--- config.mk ---
export PLATFORM = sky130hd
export DESIGN_NAME = seq_multiplier_flat
export DESIGN_NICKNAME = d
export VERILOG_FILES = /design/src/rtl/seq_multiplier_if.sv /design/src/rtl/seq_multiplier.sv /design/src/flat_wrapper.sv
export SDC_FILE = /design/constraint.sdc
export NUM_CORES = 1
export LEC_CHECK = 0
export CORE_ASPECT_RATIO = 1.75
export CORE_UTILIZATION = 25
export DETAILED_ROUTE_END_ITERATION = 16
export GPL_TIMING_DRIVEN = 0
export MAX_ROUTING_LAYER = met4
export PLACE_DENSITY = 0.44
export SLEW_MARGIN = 10
export SYNTH_ARGS = -nofsm -noshare
export SYNTH_HDL_FRONTEND = slang
export SYNTH_SLANG_ARGS = --single-unit
--- constraint.sdc ---
create_clock -name clk -period 6.4 [get_ports clk]
set_input_delay 1.92 -clock clk [delete_from_list [all_inputs] [get_ports clk]]
set_output_delay 1.92 -clock clk [all_outputs]
set_load 0.01 [all_outputs]
--- src/rtl/seq_multiplier_if.sv ---
`default_nettype none
// ============================================================================
//  Module      : seq_multiplier_if
//  Description : Operand / result bundle between execute-stage control and
//                the sequential unsigned multiplier.
//                  operation : 6-bit operation code (MULTU launches)
//                  dataA     : multiplicand
//                  dataB     : multiplier
//                  busy      : multiply in progress
//                  done      : one-cycle pulse, product valid from here on
//                  prodHi    : upper half of the product
//                  prodLo    : lower half of the product
//  Revision    : 1.0  initial release
// ============================================================================
interface seq_multiplier_if #(
    parameter int WIDTH = 32
) ();
    logic [5:0]       operation;
    logic [WIDTH-1:0] dataA;
    logic [WIDTH-1:0] dataB;
    logic             busy;
    logic             done;
    logic [WIDTH-1:0] prodHi;
    logic [WIDTH-1:0] prodLo;

    modport master (
        output operation, dataA, dataB,
        input  busy, done, prodHi, prodLo
    );

    modport slave (
        input  operation, dataA, dataB,
        output busy, done, prodHi, prodLo
    );
endinterface
`default_nettype wire

--- src/rtl/seq_multiplier.sv ---
`default_nettype none
// ============================================================================
//  Module      : seq_multiplier
//  Description : Sequential WIDTH x WIDTH -> 2*WIDTH unsigned shift-add
//                multiplier. Retires one multiplier bit per clock, so a
//                launch yields a done pulse WIDTH+1 cycles later.
//  Ports       : clk   - rising-edge clock
//                reset - synchronous active-high reset
//                bus   - seq_multiplier_if.slave (operands, status, product)
//  Revision    : 1.0  initial release
// ============================================================================
module seq_multiplier #(
    parameter int          WIDTH = 32,
    parameter logic [5:0]  MULTU = 6'b011001
) (
    input  wire logic          clk,
    input  wire logic          reset,
    seq_multiplier_if.slave    bus
);

    localparam int                 C_CNT_W = $clog2(WIDTH) + 1;
    localparam logic [C_CNT_W-1:0] C_LAST  = C_CNT_W'(WIDTH - 1);
    localparam logic [C_CNT_W-1:0] C_ONE   = C_CNT_W'(1);

    typedef enum logic [1:0] {
        S_IDLE = 2'd0,
        S_RUN  = 2'd1,
        S_DONE = 2'd2
    } state_t;

    state_t               r_state;
    state_t               w_state_nxt;
    logic [WIDTH-1:0]     r_mcand;
    logic [WIDTH-1:0]     w_mcand_nxt;
    // Bit 2*WIDTH holds the adder carry so an all-ones product is not lost.
    logic [2*WIDTH:0]     r_prod;
    logic [2*WIDTH:0]     w_prod_nxt;
    logic [C_CNT_W-1:0]   r_cnt;
    logic [C_CNT_W-1:0]   w_cnt_nxt;

    logic [WIDTH:0]       w_sum;
    logic [WIDTH:0]       w_upper;
    logic                 w_launch;

    always_ff @(posedge clk) begin
        if (reset) begin
            r_state <= S_IDLE;
            r_mcand <= '0;
            r_prod  <= '0;
            r_cnt   <= '0;
        end else begin
            r_state <= w_state_nxt;
            r_mcand <= w_mcand_nxt;
            r_prod  <= w_prod_nxt;
            r_cnt   <= w_cnt_nxt;
        end
    end

    always_comb begin
        w_state_nxt = r_state;
        w_mcand_nxt = r_mcand;
        w_prod_nxt  = r_prod;
        w_cnt_nxt   = r_cnt;

        w_launch = (bus.operation == MULTU);
        // WIDTH+1-bit add keeps the carry out of the upper half.
        w_sum    = {1'b0, r_prod[2*WIDTH-1:WIDTH]} + {1'b0, r_mcand};
        w_upper  = r_prod[0] ? w_sum : r_prod[2*WIDTH:WIDTH];

        case (r_state)
            S_IDLE, S_DONE: begin
                // DONE accepts a launch exactly like IDLE, giving back-to-back
                // multiplies with no idle gap.
                if (w_launch) begin
                    w_mcand_nxt = bus.dataA;
                    w_prod_nxt  = {1'b0, {WIDTH{1'b0}}, bus.dataB};
                    w_cnt_nxt   = '0;
                    w_state_nxt = S_RUN;
                end else begin
                    w_state_nxt = S_IDLE;
                end
            end
            S_RUN: begin
                // Conditional add into the upper half, then shift the whole
                // register right with zero entering the MSB.
                w_prod_nxt = {1'b0, w_upper, r_prod[WIDTH-1:1]};
                w_cnt_nxt  = r_cnt + C_ONE;
                if (r_cnt == C_LAST) begin
                    w_state_nxt = S_DONE;
                end
            end
            default: begin
                w_state_nxt = S_IDLE;
            end
        endcase
    end

    assign bus.busy   = (r_state == S_RUN);
    assign bus.done   = (r_state == S_DONE);
    assign bus.prodHi = r_prod[2*WIDTH-1:WIDTH];
    assign bus.prodLo = r_prod[WIDTH-1:0];

endmodule
`default_nettype wire
--- src/flat_wrapper.sv ---
// flat-port wrapper written by rule: the top's interface ports become plain ports
module seq_multiplier_flat 
#(
    parameter int          WIDTH = 32,
    parameter logic [5:0]  MULTU = 6'b011001
)
  (clk, reset, bus_operation, bus_dataA, bus_dataB, bus_busy, bus_done, bus_prodHi, bus_prodLo);
  seq_multiplier_if #(.WIDTH(WIDTH)) bus_i ();
  input  wire logic clk;
  input  wire logic reset;
  input wire logic [$bits(bus_i.operation)-1:0] bus_operation;
  input wire logic [$bits(bus_i.dataA)-1:0] bus_dataA;
  input wire logic [$bits(bus_i.dataB)-1:0] bus_dataB;
  output wire logic [$bits(bus_i.busy)-1:0] bus_busy;
  output wire logic [$bits(bus_i.done)-1:0] bus_done;
  output wire logic [$bits(bus_i.prodHi)-1:0] bus_prodHi;
  output wire logic [$bits(bus_i.prodLo)-1:0] bus_prodLo;
  assign bus_i.operation = bus_operation;
  assign bus_i.dataA = bus_dataA;
  assign bus_i.dataB = bus_dataB;
  assign bus_busy = bus_i.busy;
  assign bus_done = bus_i.done;
  assign bus_prodHi = bus_i.prodHi;
  assign bus_prodLo = bus_i.prodLo;
  seq_multiplier #(.WIDTH(WIDTH), .MULTU(MULTU)) u_core (.clk(clk), .reset(reset), .bus(bus_i));
endmodule
# Word level (Yosys, flattened, before mapping)
# Cells that the tools add are included.
dict set report word_totals {
  reg_bits 105
  input_bits 72
  out_inout_bits 66
  word_cells 25
}
dict set report op_classes {
  add_sub_neg 2
  eq_ne 6
  mux 8
  reduce_logical 5
}
# cell count
set op_table {}
lappend op_table {{65-bit case mux with 2 select lines} 1}
lappend op_table {{65-bit two-way mux} 1}
lappend op_table {{32-bit by 32-bit adder with 33-bit output} 1}
lappend op_table {{33-bit two-way mux} 1}
lappend op_table {{6-bit by 5-bit == test with 1-bit output (second input constant)} 2}
lappend op_table {{6-bit case mux with 2 select lines} 1}
lappend op_table {{6-bit by 1-bit adder with 6-bit output (second input constant)} 1}
lappend op_table {{6-bit two-way mux} 1}
lappend op_table {{2-bit by 1-bit inequality test with 1-bit output (second input constant)} 2}
lappend op_table {{2-bit case mux with 2 select lines} 1}
lappend op_table {{2-bit AND reduction} 2}
lappend op_table {{2-bit by 1-bit == test with 1-bit output (second input constant)} 1}
lappend op_table {{2-bit == test (second input constant)} 1}
lappend op_table {{2-bit logical NOT} 1}
lappend op_table {{2-bit two-way mux} 1}
lappend op_table {{2-bit nonzero test} 1}
lappend op_table {{2-bit OR reduction} 1}
lappend op_table {{1-bit two-way mux} 1}

# Logic depth before layout (Yosys ltp)
dict set report logic_depth {
  word_depth 4
  mapped_depth 10
  ltp_nobuf 9
}

# Least setup slack after synthesis
# Ideal clock, no wire load.
dict set report synth_timing {
  path_kind {input -> register}
  from {in bus_operation[2]}
  to {reg u_core.r_prod[63]}
  setup_time_ns 0.116
  arrival_time_ns 3.328
  required_ns 6.284
  setup_slack_ns 2.955
  cell_stages 8
  path_buffers 2
  cell_sequence {nor4bb_1 -> and2_1 -> clkbuf_1 -> nor2_1 -> clkbuf_1 -> a22oi_1 -> nor2_1 -> a31o_2}
}
dict set report synth_via {
  elab_chain_cells 3
}
# element line_no
set synth_rtl {}
lappend synth_rtl {{from (decl)} flat_wrapper.sv:11} ;# input wire logic [$bits(bus_i.operation)-1:0] bus_operation;
lappend synth_rtl {{6-bit by 5-bit == test with 1-bit output} seq_multiplier.sv:65} ;# w_launch = (bus.operation == MULTU);
lappend synth_rtl {{2-bit by 1-bit inequality test with 1-bit output (no line)} n/a}
lappend synth_rtl {{2-bit AND reduction (no line)} n/a}
lappend synth_rtl {{to (signal assigned)} seq_multiplier.sv:54} ;# r_prod <= w_prod_nxt;
lappend synth_rtl {{to (decl)} seq_multiplier.sv:36} ;# logic [2*WIDTH:0] r_prod;
# Every way passes these cells.
# A chain may end at the register's enable or synchronous reset.

# Worst setup path after layout
dict set report layout_timing {
  from {in bus_operation[4]}
  to {reg u_core.r_prod[63]}
}
# Same word-level chain as after synthesis.

==> impl_metrics.yaml <==
run_status:
  status: "finished, final reports clean"
power_and_ir_drop:
  powerDensity_nw_per_um2: 173.2
  p_seq_share_pct: 48.2
  power.share.combinational_pct: 7.4
  vdd_drop_max_v: 0.0001187
  p_sw_share_pct: 22.42
  switchingPower_mw: 0.3065
  clkPwrFrac_pct: 44.3
  power.total_mw: 1.367
  p_int_mw: 1.061
  p_leak_nw: 3.062
global_routing:
  grt_pass1_wl_mm: 33.91
  overflow: 0
  grt_use_total_pct: 18.70
  grt_max_degree: 16
  grt_antenna_before_repair: 0
  grt_pass1_vias: 6321
synthesis:
  synth_area_sq_um: 5848
  synth_edf_count: 0
  synth.most_common_cell: "nor2_1"
  ys_types: 55
  yosys.area.top_type_share_pct: 35.60
  netlist_instances: 772
  synthTopCellsByArea: "dfxtp_1 36%, nor2_1 9.4%, ha_1 7.1%, a21oi_1 6.2%, nand2_1 6.2%"
  async_flop_share_pct: 0
  yosysTopAreaCell: "dfxtp_1"
  yosysWarnings: 0
  ys_seq_area_share_pct: 35.60
  synthesis.nets: 878
  synth_common_cells: "147 x nor2_1, 104 x dfxtp_1, 96 x nand2_1"
  synth_ff_type: "dfxtp_1"
  ys_ff_latch: 104
  avgSynthCellArea_sq_um: 7.575
setup_path:
  critical_path.endpoint_type: "register"
  cp.arrival_ps: 4470
  cp_max_fo: 10
  critical_path_required_ps: 6660
  worstSetupPathType: "primary input to register"
  path_cells: "clkdlybuf4s50_1, nor4bb_1, and2_1, clkbuf_1, nor2_1, clkbuf_1, a22oi_1, nor2_1, a31o_2"
  slowest_delay_ps: 460
  crit_path_start_kind: "primary input"
  slowest_stage: "clkdlybuf4s50_1"
placed_design:
  port_buffers: 136
  hpwl_mm: 16.95
  dpl.cell_count: 1208
  gp_congestion: 0.8854
clocking:
  htreeDepth: 3
  cts.sink_count: 104
  cts_setup_buffers: 0
  postCtsHoldBufs: 0
  cts_tree: "yes"
  root_buffer: "clkbuf_16"
  cts_buffers: 9
  post_cts_resized: 0
  cts.clk_slew.worst_paths_ps: 70
  cts.path.max_buffers: 2
  clk_latency_ps: 360
die:
  start_util_pct: 25.61
  die_w_um: 117.6
  rows: 73
  die_area_sq_um: 24030
  io_pins: 138
  core_sq_um: 22830
  die_y_um: 204.3
routing:
  drtPass1Iterations: 7
  viasPerCell: 4.932
  vias: 6027
  drt_iter0_drc: 261
  ant_nets: 0
  wl_per_cell_um: 17.53
  wirelength_mm: 21.42
  drc: 0
timing:
  setup_viol: 0
  tns_ps: 0
  skew_ps: 10.12
  fin_hold_ws_ps: 462.0
  period_minus_slack_ps: 4218
  tightestPinTransition_ps: 752.7
  rsz0062_at_grt: "no"
  slew-limit-headroom_pct: 49.82
  hold_violations: 0
  final_max_slew_viol_count: 0
  clock.fmax_mhz: 237.1
  fin_crit_sh_pct: 65.91
cells_and_area:
  drive_gt1_share_pct: 2.928
  fin_util_pct: 34.58
  multi_input_area_sq_um: 3517
  area_growth_pct: 35.00
  fin_nets: 1025
  fill_cells: 2519
  antenna_cells: 0
  final_cell_count_no_fill: 1222
  ff_latch_area_sq_um: 2082
min_path:
  hp-class: "register to register"
job:
  max_cap_viol_count: 0
==> flip-flops by register name (all words and copies together), names as in the netlist <==
name and cells:
u_core.r_cnt 6, u_core.r_state 2, u_core.r_prod 64, u_core.r_mcand 32
==> layout make-up <==
| cell class | instances | area share [%] |
|---|---|---|
| buffer | 56 | 2.773 |
| clock buffer | 11 | 3.074 |
| clock inverter | 3 | 0.8558 |
| inverter | 8 | 0.3803 |
| multi-input combinational | 604 | 44.55 |
| sequential | 104 | 26.37 |
| tap | 300 | 4.754 |
| timing repair buffer | 136 | 17.24 |
==> kinds of logic (layout without fill, tap and decap cells) <==
kind of cell	count (synthesis)	after routing	synth area share [%]
muxes	4	4	0.7060
DFF	104	104	35.60
AOI/OAI and AO/OA	209	209	23.53
adders and majority gates	34	34	7.403
buffers and inverters	64	214	4.258
and+or+nand+nor	335	335	25.20
xor gates and xnor gates	22	22	3.295
==> cells in the final DEF, fill, tap and decap left out, types with 3 or more instances in the layout <==
| cell | n |
|---|---|
| nor4_1 | 33 |
| clkbuf_1 | 47 |
| dfxtp_1 | 104 |
| o21bai_1 | 8 |
| o22ai_1 | 7 |
| a21oi_1 | 73 |
| and2_1 | 4 |
| a222oi_1 | 8 |
| buf_2 | 7 |
| a211oi_1 | 6 |
| nor2_1 | 147 |
| mux2i_1 | 3 |
| nor3_1 | 8 |
| o21a_1 | 3 |
| a311oi_1 | 3 |
| xor2_1 | 11 |
| buf_1 | 3 |
| inv_1 | 7 |
| nand4_1 | 11 |
| o32a_1 | 3 |
| nand2_1 | 96 |
| o21ai_1 | 3 |
| or3_1 | 4 |
| o211ai_1 | 5 |
| a22oi_1 | 18 |
| clkbuf_16 | 9 |
| a31oi_1 | 5 |
| a221oi_1 | 3 |
| ha_1 | 33 |
| nand2b_1 | 5 |
| xnor2_1 | 11 |
| or4_1 | 3 |
| nor2b_1 | 4 |
| clkdlybuf4s50_1 | 136 |
| o21ai_0 | 25 |
| a21o_1 | 22 |
| nand3_1 | 14 |
==> layer usage <==
metal,vias to the layer above,global-route usage [%],share of wire (%)
met4,0,6.731,2.4
met2,149,36.62,56
li1,3065,-,-
met3,24,2.651,3.4
met1,2789,18.42,39
met5,-,-,0
==> worst paths after layout <==
path                       endpoint              start  cells past startpoint  slack (ps)
setup reg to reg  u_core.r_prod[63]  u_core.r_prod[32]                      9        3180
setup / recovery  u_core.r_prod[63]   bus_operation[4]                      9        2180
hold reg to reg   u_core.r_mcand[0]  u_core.r_mcand[0]                      2         460
hold / removal    u_core.r_mcand[0]  u_core.r_mcand[0]                      2         460
==> per-stage QoR <==
| stage | area, sq um | setup slack [ps] |
|---|---|---|
| final | 7895 | 2182 |
| after global placement | 7585 | 1783 |
| after floorplan | 5848 | 2955 |
| after CTS | 7895 | 2076 |
| after global routing | 7895 | 1972 |
| after detailed placement | 7585 | 1700 |
==> critical path: cells and delay by family <==
| family | cells | cell delay, ps |
|---|---|---|
| AO/OA/AOI/OAI | 2 | 520 |
| AND/OR/NAND/NOR | 4 | 840 |
| buffers and inverters | 3 | 1190 |
==> power by group through the flow <==
| stage | clock (mW) | sequential (mW) | combinational [mW] |
|---|---|---|---|
| floorplan | 0 | 0.676 | 0.0301 |
| global placement | 0 | 0.675 | 0.103 |
| detailed placement | 0 | 0.675 | 0.103 |
| CTS | 0.627 | 0.660 | 0.104 |
| global route | 0.650 | 0.660 | 0.111 |
| finish | 0.606 | 0.659 | 0.101 |
Power figures use the tool's default switching activity.
